**config.mk**
```make
export PLATFORM = sky130hd
export DESIGN_NAME = pipelined_adder
export DESIGN_NICKNAME = d
export VERILOG_FILES = /design/src/rtl/pipelined_adder.sv
export SDC_FILE = /design/constraint.sdc
export NUM_CORES = 1
export LEC_CHECK = 0
export BUFFER_PORTS_ARGS = -buffer_cell sky130_fd_sc_hd__buf_4
export CORE_ASPECT_RATIO = 1.5
export CORE_UTILIZATION = 59
export CTS_CLUSTER_DIAMETER = 200
export CTS_CLUSTER_SIZE = 14
export DETAILED_ROUTE_END_ITERATION = 10
export PLACE_DENSITY_LB_ADDON = 0.08
export SYNTH_ARGS = -nofsm -noshare
export SYNTH_HDL_FRONTEND = slang
export SYNTH_SLANG_ARGS = --single-unit
```
**constraint.sdc**
```tcl
create_clock -name clk -period 2.37 [get_ports clk]
set_input_delay 0.3555 -clock clk [delete_from_list [all_inputs] [get_ports clk]]
set_output_delay 0.3555 -clock clk [all_outputs]
set_load 0.005 [all_outputs]
```
**src/rtl/pipelined_adder.sv**
```systemverilog
// pipelined_adder: STAGES-deep chunked add/sub pipeline with valid/ready flow control
// Ports: clk, rst (async, active-high); in_valid/in_ready + A, B, Cin, sub operands;
//        out_valid/out_ready + Sum, Cout (sub: 1 = no borrow), Ovf (signed overflow).
module pipelined_adder #(
   parameter int WIDTH  = 12,
   parameter int STAGES = 3
) (
   input  logic             clk,
   input  logic             rst,
   input  logic             in_valid,
   output logic             in_ready,
   input  logic [WIDTH-1:0] A,
   input  logic [WIDTH-1:0] B,
   input  logic             Cin,
   input  logic             sub,
   output logic             out_valid,
   input  logic             out_ready,
   output logic [WIDTH-1:0] Sum,
   output logic             Cout,
   output logic             Ovf
);
   localparam int CHUNK = WIDTH / STAGES;
   logic [WIDTH-1:0]  a_q [STAGES];
   logic [WIDTH-1:0]  b_q [STAGES];
   logic [WIDTH-1:0]  s_q [STAGES];
   logic [WIDTH-1:0]  a_d [STAGES];
   logic [WIDTH-1:0]  b_d [STAGES];
   logic [WIDTH-1:0]  s_d [STAGES];
   logic [STAGES-1:0] c_q, c_d, v_q, v_d, ci;
   logic              adv;
   assign adv       = ~v_q[STAGES-1] | out_ready;
   assign in_ready  = adv;
   assign out_valid = v_q[STAGES-1];
   assign Sum       = s_q[STAGES-1];
   assign Cout      = c_q[STAGES-1];
   // b_q holds the effective (possibly inverted) operand, so a^b^s at the MSB is the carry into it
   assign Ovf       = a_q[STAGES-1][WIDTH-1] ^ b_q[STAGES-1][WIDTH-1] ^ s_q[STAGES-1][WIDTH-1] ^ c_q[STAGES-1];
   always_comb begin
      a_d[0] = A;
      b_d[0] = sub ? ~B : B;
      s_d[0] = '0;
      v_d[0] = in_valid;
      ci[0]  = Cin ^ sub;
      for (int k = 1; k < STAGES; k++) begin
         a_d[k] = a_q[k-1];
         b_d[k] = b_q[k-1];
         s_d[k] = s_q[k-1];
         v_d[k] = v_q[k-1];
         ci[k]  = c_q[k-1];
      end
      for (int k = 0; k < STAGES; k++)
         {c_d[k], s_d[k][k*CHUNK +: CHUNK]} = {1'b0, a_d[k][k*CHUNK +: CHUNK]}
                                            + {1'b0, b_d[k][k*CHUNK +: CHUNK]}
                                            + {{CHUNK{1'b0}}, ci[k]};
   end
   always_ff @(posedge clk or posedge rst) begin
      if (rst) begin
         v_q <= '0;
         c_q <= '0;
         for (int k = 0; k < STAGES; k++) begin
            a_q[k] <= '0;
            b_q[k] <= '0;
            s_q[k] <= '0;
         end
      end else if (adv) begin
         v_q <= v_d;
         c_q <= c_d;
         for (int k = 0; k < STAGES; k++) begin
            a_q[k] <= a_d[k];
            b_q[k] <= b_d[k];
            s_q[k] <= s_d[k];
         end
      end
   end
endmodule
```
==> summary by stage, run 1 <==
Floorplanning
The I/O pin count is between 40 and 50. The initial utilization of the core area, before any placement, comes to 0.6195. The core area is roughly 4200 um^2. The horizontal extent of the die is approximately 57 um. The area of the die is 4734 um^2.

In this run the vertical extent of the chip is between 80 and 90 um. The initialized floorplan defines 29 standard-cell rows.

Pwr
The reported net switching power is 1.131 mW. The sum of internal, switching and leakage power is between 3 and 4 mW. The cell internal power dissipation is about 2.3 mW. The register share of total power is 0.451. In this run the power density over the cells is around 1100 nW/um^2. Of the total power, the share spent switching nets is 0.3306. The power share of the combinational group is 0.373. The share of total power dissipated in the clock network is 0.176.

VDD sags by at most roughly 0.96 mV. The leakage power summed over all cells is 1.605 nW.

Hold path
The class of the tightest hold or removal check is in2async.

GRT
Global routing finished with a remaining overflow of 0. The all-layer global routing usage is 0.2025. The number of antenna violations at the first check in global routing is 0.

The largest net degree at the start of global routing is 57. The via count of the first global-routing pass was ~1800. The first global-routing pass estimated roughly 7600 um of wire.

Final layout
In the final layout, flip-flops and latches occupy around 1400 um^2. The count of filler cells inserted in the layout is approximately 360. The number of nets in the finished design is 363. The antenna diode count is 0. Excluding fillers, the count of instances in the completed layout stands at 365. The fraction of final layout cells with drive strength greater than 1 is 0.1944.

The end-of-flow core utilization is 0.7262. The area growth from synthesis to layout is 17.22%. The final design area excluding fillers is roughly 3000 um^2. In the final layout, the multi-input gates occupy between 1000 and 1500 um^2.

Timing
Setup repair after global routing left no endpoint under its margin. The count of final max-slew check failures came to 0. Setup violations remaining at the end of the flow were counted as 0. On the final layout, the worst hold slack is around 0.026 ns.

At the pin with the least slew margin, the transition time is between 0.5 and 0.6 ns. The setup slack after layout is between 0.4 and 0.5 ns. Derived from the worst setup path, the maximum achievable clock frequency is ~530 MHz.

The hold violation total from the final report was 0. The final clock period utilization by the worst path is 0.7905. In the final timing run, aggregate negative setup slack is 0 ns. The clock arrives with approximately 0.0066 ns of skew. The headroom to the max-slew limit is 0.6454.

The worst path needs 1.873 ns of the cycle, external delays included.

Route
The number of antenna-violating nets in the routed design is 0. The residual DRC count is 0. The number of search-and-repair iterations in the first detailed-routing pass is 4. The via total after detailed routing is 1824. Dividing the detail-routed via count by the number of cells gives 4.997.

The average wire per cell in the routed design is 11.42 um. Wires add up to between 4000 and 5000 um. The violation count after the first detailed-routing iteration is 46.

Logic synthesis
The number of nets in the synthesized netlist is 320. The share of the yosys chip area belonging to registers is 0.5328. The distinct cell type count after synthesis is 24. The count of yosys warnings during synthesis is 0. The most used flip-flop cell after synthesis is dfrtp_1.

After technology mapping, the gate count stands at about 280. After synthesis, the share of flip-flops with an asynchronous set or reset is 1.000. The cell area that synthesis handed to floorplanning was ~2600 um^2. After synthesis the netlist holds a flip-flop and latch count of 56. The number of enable flip-flop cells after synthesis is 0. The average instance in the mapped netlist occupies between 9 and 10 um^2.

Clock tree
The number of buffers inserted during clock tree synthesis is 5. The post-cts repair resize count is 0. The clock slew at the register clock pins of the worst setup and hold paths is roughly 0.09 ns.

The clock tree synthesis step divided the H-tree into 2 levels. Hold repair after CTS inserted 0 buffers. The total clock sinks is 56.

The deepest clock path buffer count is 2. In this run the clock root is driven by a clkbuf_8. The later pin in the worst-skew pair is clocked with a latency of 0.30 ns. The TritonCTS clock tree is done. Buffers added to address setup during post-CTS repair amount to 0.

Critical path
The reg-to-reg critical path endpoint is c_q[1]. The worst setup path is launched from an input pin. The most critical setup path has its endpoint at c_q[0]. The number of cells on the worst reg-to-reg path is 6. The critical path arrival is 2.05 ns. The worst-case register-to-register setup slack is approximately 0.64 ns. STA classifies the critical path endpoint as a flop. In this run the worst setup path begins at sub. The worst path required time is around 2.5 ns. The reg-to-reg startpoint is a_d[16].

The largest driver fanout on the critical path is 13. The setup path with the least slack is of type in2reg.

Placed design
The number of port buffers is 45. Routability-driven placement finished with a final weighted congestion of around 0.76. The placement-stage worst setup slack is approximately 0.17 ns. The number of cells in the design after placement is 357.

The total cell area at the placement stage is a little under 3000 um^2. Once detailed placement completed, the half-perimeter wirelength came to between 2000 and 3000 um.

Flow run
The number of maximum-capacitance violations is 0.

Run status
The flow ran to the end, and the final reports show no timing, DRC or antenna violations.
[worst min path at each step]
stage / endpoint / cells after the start
after global routing: b_d[10] / 2
after detailed placement: Sum[9] / 2
after floorplan: v_q[1] / 2
after global placement: Sum[9] / 2
after CTS: Sum[9] / 2
final: Sum[9] / 2
[layout make-up]
cell class | count | share of cell area
Clock buffer | 6 | 0.02354
Tap cell | 46 | 0.01867
Sequential cell | 56 | 0.4545
Clock inverter | 2 | 0.01136
Multi-Input combinational cell | 194 | 0.3567
Timing Repair Buffer | 50 | 0.1218
Inverter | 11 | 0.01339
[flip-flops by register name, summed over array words and instances (netlist names)]
| signal | count |
|---|---|
| s_d | 12 |
| a_d | 12 |
| c_q | 3 |
| b_q | 1 |
| Sum | 12 |
| b_d | 12 |
| v_q | 3 |
| a_q | 1 |
[placed cells by master (no fill, tap or decap), drive strengths merged]
master  netlist  layout
o21a          2       2
dfrtp        56      56
nor3          1       1
nor2b         4       4
fa            6       6
xnor2         9       9
buf          12      50
nand2       110     110
inv          11      11
clkinv        0       1
nor2          8       8
a211oi        1       1
a21oi         9       9
bufinv        0       1
o31ai         1       1
o21ai        19      19
nand2b        1       1
ha            9       9
xor2         11      11
a21o          3       3
clkbuf        2       6
[routing by layer]
layer	wire, um	global-route usage	vias to the layer above
li1	-	-	941
met1	1865	0.2471	846
met2	2112	0.3540	32
met3	128	0.03876	5
met4	61	0.06652	0
met5	0	0	-
[kinds of logic after synthesis]
group	after synthesis	synth area share
AO/OA/AOI/OAI	35	0.07516
flip-flops	56	0.5328
buffers and inverters	25	0.04900
AND/OR/NAND/NOR	124	0.1879
adder cells (fa/ha/maj)	15	0.08849
XOR/XNOR	20	0.06660
[power groups by stage]
stage | Clock [mW] | Combinational (mW) | Sequential (mW)
global placement | 0 | 1.26 | 1.55
finish | 0.600 | 1.28 | 1.54
global route | 0.644 | 1.48 | 1.60
floorplan | 0 | 0.874 | 1.53
detailed placement | 0 | 1.30 | 1.57
CTS | 0.623 | 1.30 | 1.55
[critical path: stages]
cell and delay [ns]:
buf_4 0.18, xor2_1 0.19, fa_1 0.44, fa_1 0.41, a21o_1 0.19, a211oi_1 0.21, a21oi_1 0.06
[synthesized netlist by cell type, drive strengths merged (2+ instances only)]
cell type  count  area (um^2)
nand2        110        412.9
dfrtp         56         1401
o21ai         19        95.09
buf           12        80.07
inv           11        41.29
xor2          11        96.34
a21oi          9        45.04
ha             9        112.6
xnor2          9        78.83
nor2           8        30.03
fa             6        120.1
nor2b          4        40.04
a21o           3        22.52
clkbuf         2        7.510
o21a           2        15.01
No activity file was read; power rests on OpenSTA's default activity.
==> run 2: changes to the inputs <==
--- a/config.mk
+++ b/config.mk
@@ -7,7 +7,7 @@
 export LEC_CHECK = 0
 export BUFFER_PORTS_ARGS = -buffer_cell sky130_fd_sc_hd__buf_4
 export CORE_ASPECT_RATIO = 1.5
-export CORE_UTILIZATION = 59
+export CORE_UTILIZATION = 55
 export CTS_CLUSTER_DIAMETER = 200
 export CTS_CLUSTER_SIZE = 14
 export DETAILED_ROUTE_END_ITERATION = 10
==> constraint.sdc (replaced) <==
create_clock -name clk -period 1.75 [get_ports clk]
set_input_delay 0.2625 -clock clk [delete_from_list [all_inputs] [get_ports clk]]
set_output_delay 0.2625 -clock clk [all_outputs]
set_load 0.005 [all_outputs]
==> summary by stage, run 2 (same netlist as run 1, synthesis figures left out) <==
Hold path
The min-delay analysis places its worst path in the category in2reg.

Critical path
The largest driver fanout on the critical path was 2 (-11). The worst setup path is of the reg2reg kind. The critical path arrival is 1.86 ns (-0.19 ns).

The worst path required time is 1.98 ns (-0.56 ns). STA classifies the critical path endpoint as a flop. The worst setup path is launched from a flop.

GRT
The via count of the first global-routing pass is 1812 (-1.1%). The largest net degree at the start of global routing is 32 (-44%). The wire length of the first global-routing pass is 7665 um (+0.82%). The number of antenna violations at the first check in global routing is 0 (unchanged).

The all-layer global routing usage was 0.2008 (-0.001727). The total congestion overflow after global routing is 0 (unchanged).

Floorplanning
The horizontal extent of the die is 58.46 um (+3.4%). The core area came to 4542 um^2 (+7.0%). The area of the die came to 5068 um^2 (+7.0%). The I/O pin count was 46 (unchanged). The starting density of the core is 0.5791 (-0.04045). The number of standard-cell rows in the floorplan came to 30 (+3.4%). The y dimension of the die is 86.69 um (+3.5%).

Timing
The final critical delay including setup and external delays is approximately 1.6 ns. The count of final max-slew check failures came to 0 (unchanged). The final clock period utilization by the worst path is 0.9336. The maximum clock skew at final layout was 0.008352 ns (+0.001769 ns). The fmax is 612.1 MHz.

The setup slack after layout came to 0.1161 ns (-0.3804 ns). The final hold slack is 0.1469 ns (+0.1205 ns). Setup repair after global routing left no endpoint under its margin. The slew at the pin closest to its max-slew limit is 0.4442 ns (-0.08775 ns). The headroom to the max-slew limit is 0.7034 (+0.05807). The hold violation total from the final report came to 0 (unchanged). The count of final setup violators was 0 (unchanged).

Clock tree
The worst-skew pair later-pin latency is 0.30 ns (about the same). The clock slew at the register clock pins of the worst setup and hold paths was 0.09 ns (about the same). The number of buffers inserted during clock tree synthesis is 5 (unchanged).

The total clock sinks is 56 (unchanged). The deepest clock path buffer count came to 2 (unchanged). The tree is rooted in a clkbuf_8. The TritonCTS clock tree is done.

The deepest level of the CTS H-tree is 2 (unchanged).

Final layout
The count of filler cells inserted in the layout is 368 (+1.1%). The area growth from synthesis to layout is 20.69%. Leaving out fill and tap cells, the most frequent cell in the layout is nand2_1. The end-of-flow core utilization is 0.6989 (-0.02730). The antenna diode count came to 0 (unchanged).

The number of nets in the finished design came to 369 (+1.7%). The area occupied by multi-input gates is 1122 um^2 (+2.0%). The register area is 1401 um^2 (unchanged). In the layout the commonest cells are 110 x nand2_1, 56 x dfrtp_1, 53 x buf_4, 14 x o21ai_0, 10 x xor2_1. The fraction of final layout cells with drive strength greater than 1 is 0.2253 (+0.03095).

Route
The wire length after detailed routing is 4541 um (+8.9%). The number of search-and-repair iterations in the first detailed-routing pass is 4 (unchanged). The violation count after the first detailed-routing iteration is 63 (+37%). The residual DRC count is 0 (unchanged). The via total after detailed routing came to 1903 (+4.3%). The number of vias per cell after detailed routing came to 4.905 (-1.9%). The average wire per cell in the routed design is 11.70 um (+2.5%). The number of antenna-violating nets in the routed design is 0 (unchanged).

Placed design
The number of port buffers is 45 (unchanged). The weighted congestion reported at the end of routability-driven placement came to 0.7825 (+3.1%). The placement-stage worst setup slack is -0.1448 ns (-0.3140 ns). The HPWL after detailed placement came to 3388 um (+14%).

Flow run
The number of maximum-capacitance violations is 0 (unchanged).

Run status
The flow ran to the end, and the final reports show no timing, DRC or antenna violations.

Pwr
The power per unit of standard cell area is 1454 nW/um^2 (+31%). The worst-case vdd ir drop is 0.7810 mV (-19%). The register share of total power is 0.456 (+0.005). The leakage power summed over all cells is 1.628 nW (+1.4%). The reported net switching power is 1.601 mW (+42%). The switching portion of total power is 0.3469 (+0.01628). The power share of the combinational group is 0.399 (+0.026). The portion of total power attributed to the clock network was 0.144 (-0.032). The cell internal power dissipation is 3.015 mW (+32%).
run 2: cell types whose count changed in the layout (fill, tap and decap cells not counted), moves of 2 or more:
cell	previous run	this run
fa_1	6	2
buf_4	50	53
fa_2	0	4
buf_12	0	2
run 2: through the flow:
stage / power (mW) / setup TNS [ns] / instances / area [um^2]
after global routing: 4.992 / 0 / 388 / 3174
after detailed placement: 3.993 / -0.3782 / 380 / 3078
after floorplan: 3.275 / -0.2868 / 275 / 2661
after global placement: 3.889 / -0.2944 / 380 / 3078
final: 4.616 / 0 / 388 / 3174
after CTS: 4.655 / 0 / 388 / 3169
run 2: cell type report:
type                       instances  area share
sequential                        56      0.4415
clock buffer                       5     0.02168
inverter                          11     0.01301
timing repair buffer              56      0.1411
tap                               64     0.02523
clock inverter                     2    0.003942
multi-input combinational        194      0.3536
run 2: worst paths after layout:
check                          from     end  slack [ns]  cells after the start
hold / removal             in_valid  v_q[0]        0.15                      3
setup reg to reg            a_d[16]  c_q[1]        0.12                      6
hold reg to reg              s_d[3]  Sum[3]        0.47                      2
setup / recovery            a_d[16]  c_q[1]        0.12                      6
max in group asynchronous       rst  s_d[6]        0.68                      4
min in group asynchronous       rst  Sum[9]        0.51                      3
run 2: power by group through the flow:
stage          sequential (mW)  combinational [mW]  clock, mW
6_report                  2.11                1.84      0.666
5_1_grt                   2.17                2.11      0.714
4_1_cts                   2.11                1.86      0.681
3_5_place_dp              2.14                1.85          0
3_3_place_gp              2.11                1.78          0
2_1_floorplan             2.08                1.20          0
run 2: repair_timing:
item,4_1_cts,5_1_grt
endpoints found under the hold margin,18,0
setup buffers,0,0
endpoints found under the setup margin,0,1
hold buffers,1,0
resized for setup,0,2
run 2: worst max-delay path, cell delays in order, from the launching register on:
cell	delay (ns)
dfrtp_1	0.33
inv_1	0.07
fa_2	0.41
fa_2	0.36
nor2b_1	0.16
o21ai_0	0.10
a21oi_1	0.13
run 2: routing by layer:
metal / global-route usage / up-vias / part of all wire
li1: - / 948 / -
met1: 0.2375 / 908 / 0.42
met2: 0.3490 / 41 / 0.53
met3: 0.03284 / 6 / 0.029
met4: 0.09740 / 0 / 0.012
met5: 0 / - / 0
==> run 3: changes to the inputs <==
--- a/config.mk
+++ b/config.mk
@@ -7,7 +7,8 @@
 export LEC_CHECK = 0
 export BUFFER_PORTS_ARGS = -buffer_cell sky130_fd_sc_hd__buf_4
 export CORE_ASPECT_RATIO = 1.5
-export CORE_UTILIZATION = 55
+export CORE_UTILIZATION = 58
+export CTS_BUF_LIST = sky130_fd_sc_hd__clkbuf_4 sky130_fd_sc_hd__clkbuf_8
 export CTS_CLUSTER_DIAMETER = 200
 export CTS_CLUSTER_SIZE = 14
 export DETAILED_ROUTE_END_ITERATION = 10
==> summary by stage, run 3 (same netlist as run 1, synthesis figures left out) <==
Clock tree
The total clock sinks is 56 (unchanged). The clock slew at the register clock pins of the worst setup and hold paths is 0.09 ns (about the same). The post-CTS setup buffer count came to 0 (unchanged). The TritonCTS clock tree is done. The number of hold buffers added after CTS is 0 (-1).

The deepest level of the CTS H-tree is 2 (unchanged). Clock tree synthesis selected as its root buffer the cell clkbuf_8. The number of buffers inserted during clock tree synthesis is 5 (unchanged). The deepest clock path buffer count is 2 (unchanged). The worst-skew pair later-pin latency is 0.30 ns (about the same).

Timing
The final clock period utilization by the worst path is 0.9226 (-0.01106). The slew at the pin closest to its max-slew limit came to 0.5216 ns (+0.07743 ns). The setup slack after layout is 0.1355 ns (+0.01935 ns). The fmax is 619.4 MHz (+1.2%).

The count of final setup violators is 0 (unchanged). The headroom to the max-slew limit came to 0.6523 (-0.05119). The final hold slack is -0.002630 ns (-0.1496 ns). The hold violation total from the final report came to 3 (+3).

Setup repair after global routing left no endpoint under its margin. The final critical delay including setup and external delays came to 1.615 ns (-0.01935 ns). The setup TNS after final layout was 0 ns (unchanged). The count of final max-slew check failures was 0 (unchanged). The maximum clock skew at final layout came to 0.006133 ns (-0.002219 ns).

Pwr
The switching portion of total power came to 0.3320 (-0.01487). The reported net switching power was 1.567 mW (-2.2%). The cell internal power dissipation came to 3.152 mW (+4.6%). The register share of total power is 0.445 (-0.011). The portion of total power attributed to the clock network is 0.174 (+0.030). The worst-case vdd ir drop is 0.6418 mV (-18%).

The power per unit of standard cell area is 1501 nW/um^2 (+3.2%). The sum of internal, switching and leakage power is 4.718 mW (+2.2%). The power share of the combinational group was 0.381 (-0.018). The leakage power summed over all cells is 1.627 nW (about the same).

GRT
The largest net degree at the start of global routing is 57 (+78%). The all-layer global routing usage is 0.2136 (+0.01288). The total congestion overflow after global routing is 0 (unchanged). The number of antenna violations at the first check in global routing came to 0 (unchanged).

The wire length of the first global-routing pass came to 7762 um (+1.3%). The via count of the first global-routing pass is 1834 (+1.2%).

Final layout
The library cell used most frequently in the layout, excluding fill and tap cells, is nand2_1. The antenna diode count is 0 (unchanged). The number of nets in the finished design is 366 (-0.81%).

Relative to the synthesized area, the layout overhead comes to 19.55%. The library cells used most frequently in the layout, excluding fill and tap cells, are 110 x nand2_1, 56 x dfrtp_1, 52 x buf_4, 14 x o21ai_0, 10 x xor2_1. The final design area excluding fillers came to 3144 um^2 (-0.95%). The count of non-filler cells in the finished layout is 368 (-5.2%).

The count of filler cells inserted in the layout came to 368 (unchanged). The end-of-flow core utilization is 0.7344 (+0.03547). The fraction of final layout cells with drive strength greater than 1 came to 0.2236 (-0.001706).

Route
The violation count after the first detailed-routing iteration is 51 (-19%). The via total after detailed routing is 1877 (-1.4%). The number of antenna-violating nets in the routed design is 0 (unchanged). The number of search-and-repair iterations in the first detailed-routing pass is 7 (+3). The average wire per cell in the routed design was 12.46 um (+6.4%).

The wire length after detailed routing was 4584 um (+0.95%). The residual DRC count was 4 (+4). The number of vias per cell after detailed routing is 5.101 (+4.0%).

Critical path
The worst path required time is 1.92 ns (-0.06 ns). The reg-to-reg critical path endpoint is c_q[1]. The type of destination of the critical path is a flop.

The worst reg2reg path depth is 6 (unchanged). The startpoint identified for the worst register-to-register timing path is a_d[16]. The worst-case register-to-register setup slack is 0.14 ns (+0.02 ns).

STA classifies the critical path startpoint as an input pin. The critical setup path kind is in2reg. The critical path arrival was 1.78 ns (-0.08 ns). The largest driver fanout on the critical path is 2 (unchanged).

Run status
The checks that failed: design-rule violations, negative hold slack. The run finished, with violations left.

Floorplanning
The y dimension of the die is 84.47 um (-2.6%). The number of standard-cell rows in the floorplan is 29 (-3.3%). The starting density of the core came to 0.6143 (+0.03520). The core area came to 4282 um^2 (-5.7%). The I/O pin count is 46 (unchanged). The area of the die came to 4813 um^2 (-5.0%).

The horizontal extent of the die is 56.98 um (-2.5%).

Flow run
The number of maximum-capacitance violations was 0 (unchanged).

Placed design
The HPWL after detailed placement came to 3262 um (-3.7%). The total cell area at the placement stage is 3028 um^2 (-1.6%). The number of cells in the design after placement is 360 (-5.3%).

The placement-stage worst setup slack came to -0.1904 ns (-0.04555 ns). The number of port buffers is 45 (unchanged). The weighted congestion reported at the end of routability-driven placement came to 0.7391 (-5.5%).

Hold path
The class of the tightest hold or removal check is in2async.
## run 3: cell types whose count changed in the layout (fill, tap and decap cells not counted)
cell           change
bufinv_16          +1
clkbuf_4           +1
dlygate4sd3_1      -1
buf_4              -1
buf_12             -1
clkinvlp_4         -1
## run 3: area by class of cell
class	count	area (um^2)	area share
inverter	11	41.29	0.01313
tap	46	57.56	0.01830
timing repair buffer	53	410.4	0.1305
sequential	56	1401	0.4457
clock inverter	2	35.03	0.01114
clock buffer	6	76.32	0.02427
multi-input combinational	194	1122	0.3569
## run 3: per-layer routing
layer	share of wire	up-vias	wire, um	global-route usage
li1	-	951	-	-
met1	0.42	881	1931	0.2379
met2	0.53	34	2411	0.3786
met3	0.027	11	125	0.04777
met4	0.025	0	116	0.1020
met5	0	-	0	0
## run 3: worst max-delay path, stage by stage
cell and delay [ns]:
buf_4 0.12, xor2_2 0.19, fa_2 0.42, fa_2 0.40, a21o_1 0.17, a211oi_2 0.17, a21oi_1 0.06
## run 3: worst max-delay path by stage
stage / to / start
final: c_q[0] / B[0]
after global routing: c_q[1] / a_d[16]
after CTS: c_q[1] / a_d[16]
after detailed placement: c_q[0] / B[0]
after global placement: c_q[0] / B[0]
after floorplan: c_q[0] / sub
## run 3: what timing repair did
action                                  CTS  global route
pin swaps                                 0             0
endpoints found under the setup margin    1             1
gates resized for setup                   1             1
## run 3: power groups by stage
stage | logic, mW | registers (mW) | clock network [mW]
after global placement | 1.74 | 2.11 | 0
after floorplan | 1.20 | 2.08 | 0
final | 1.80 | 2.10 | 0.821
after detailed placement | 1.81 | 2.13 | 0
after global routing | 2.06 | 2.16 | 0.885
after CTS | 1.83 | 2.10 | 0.841
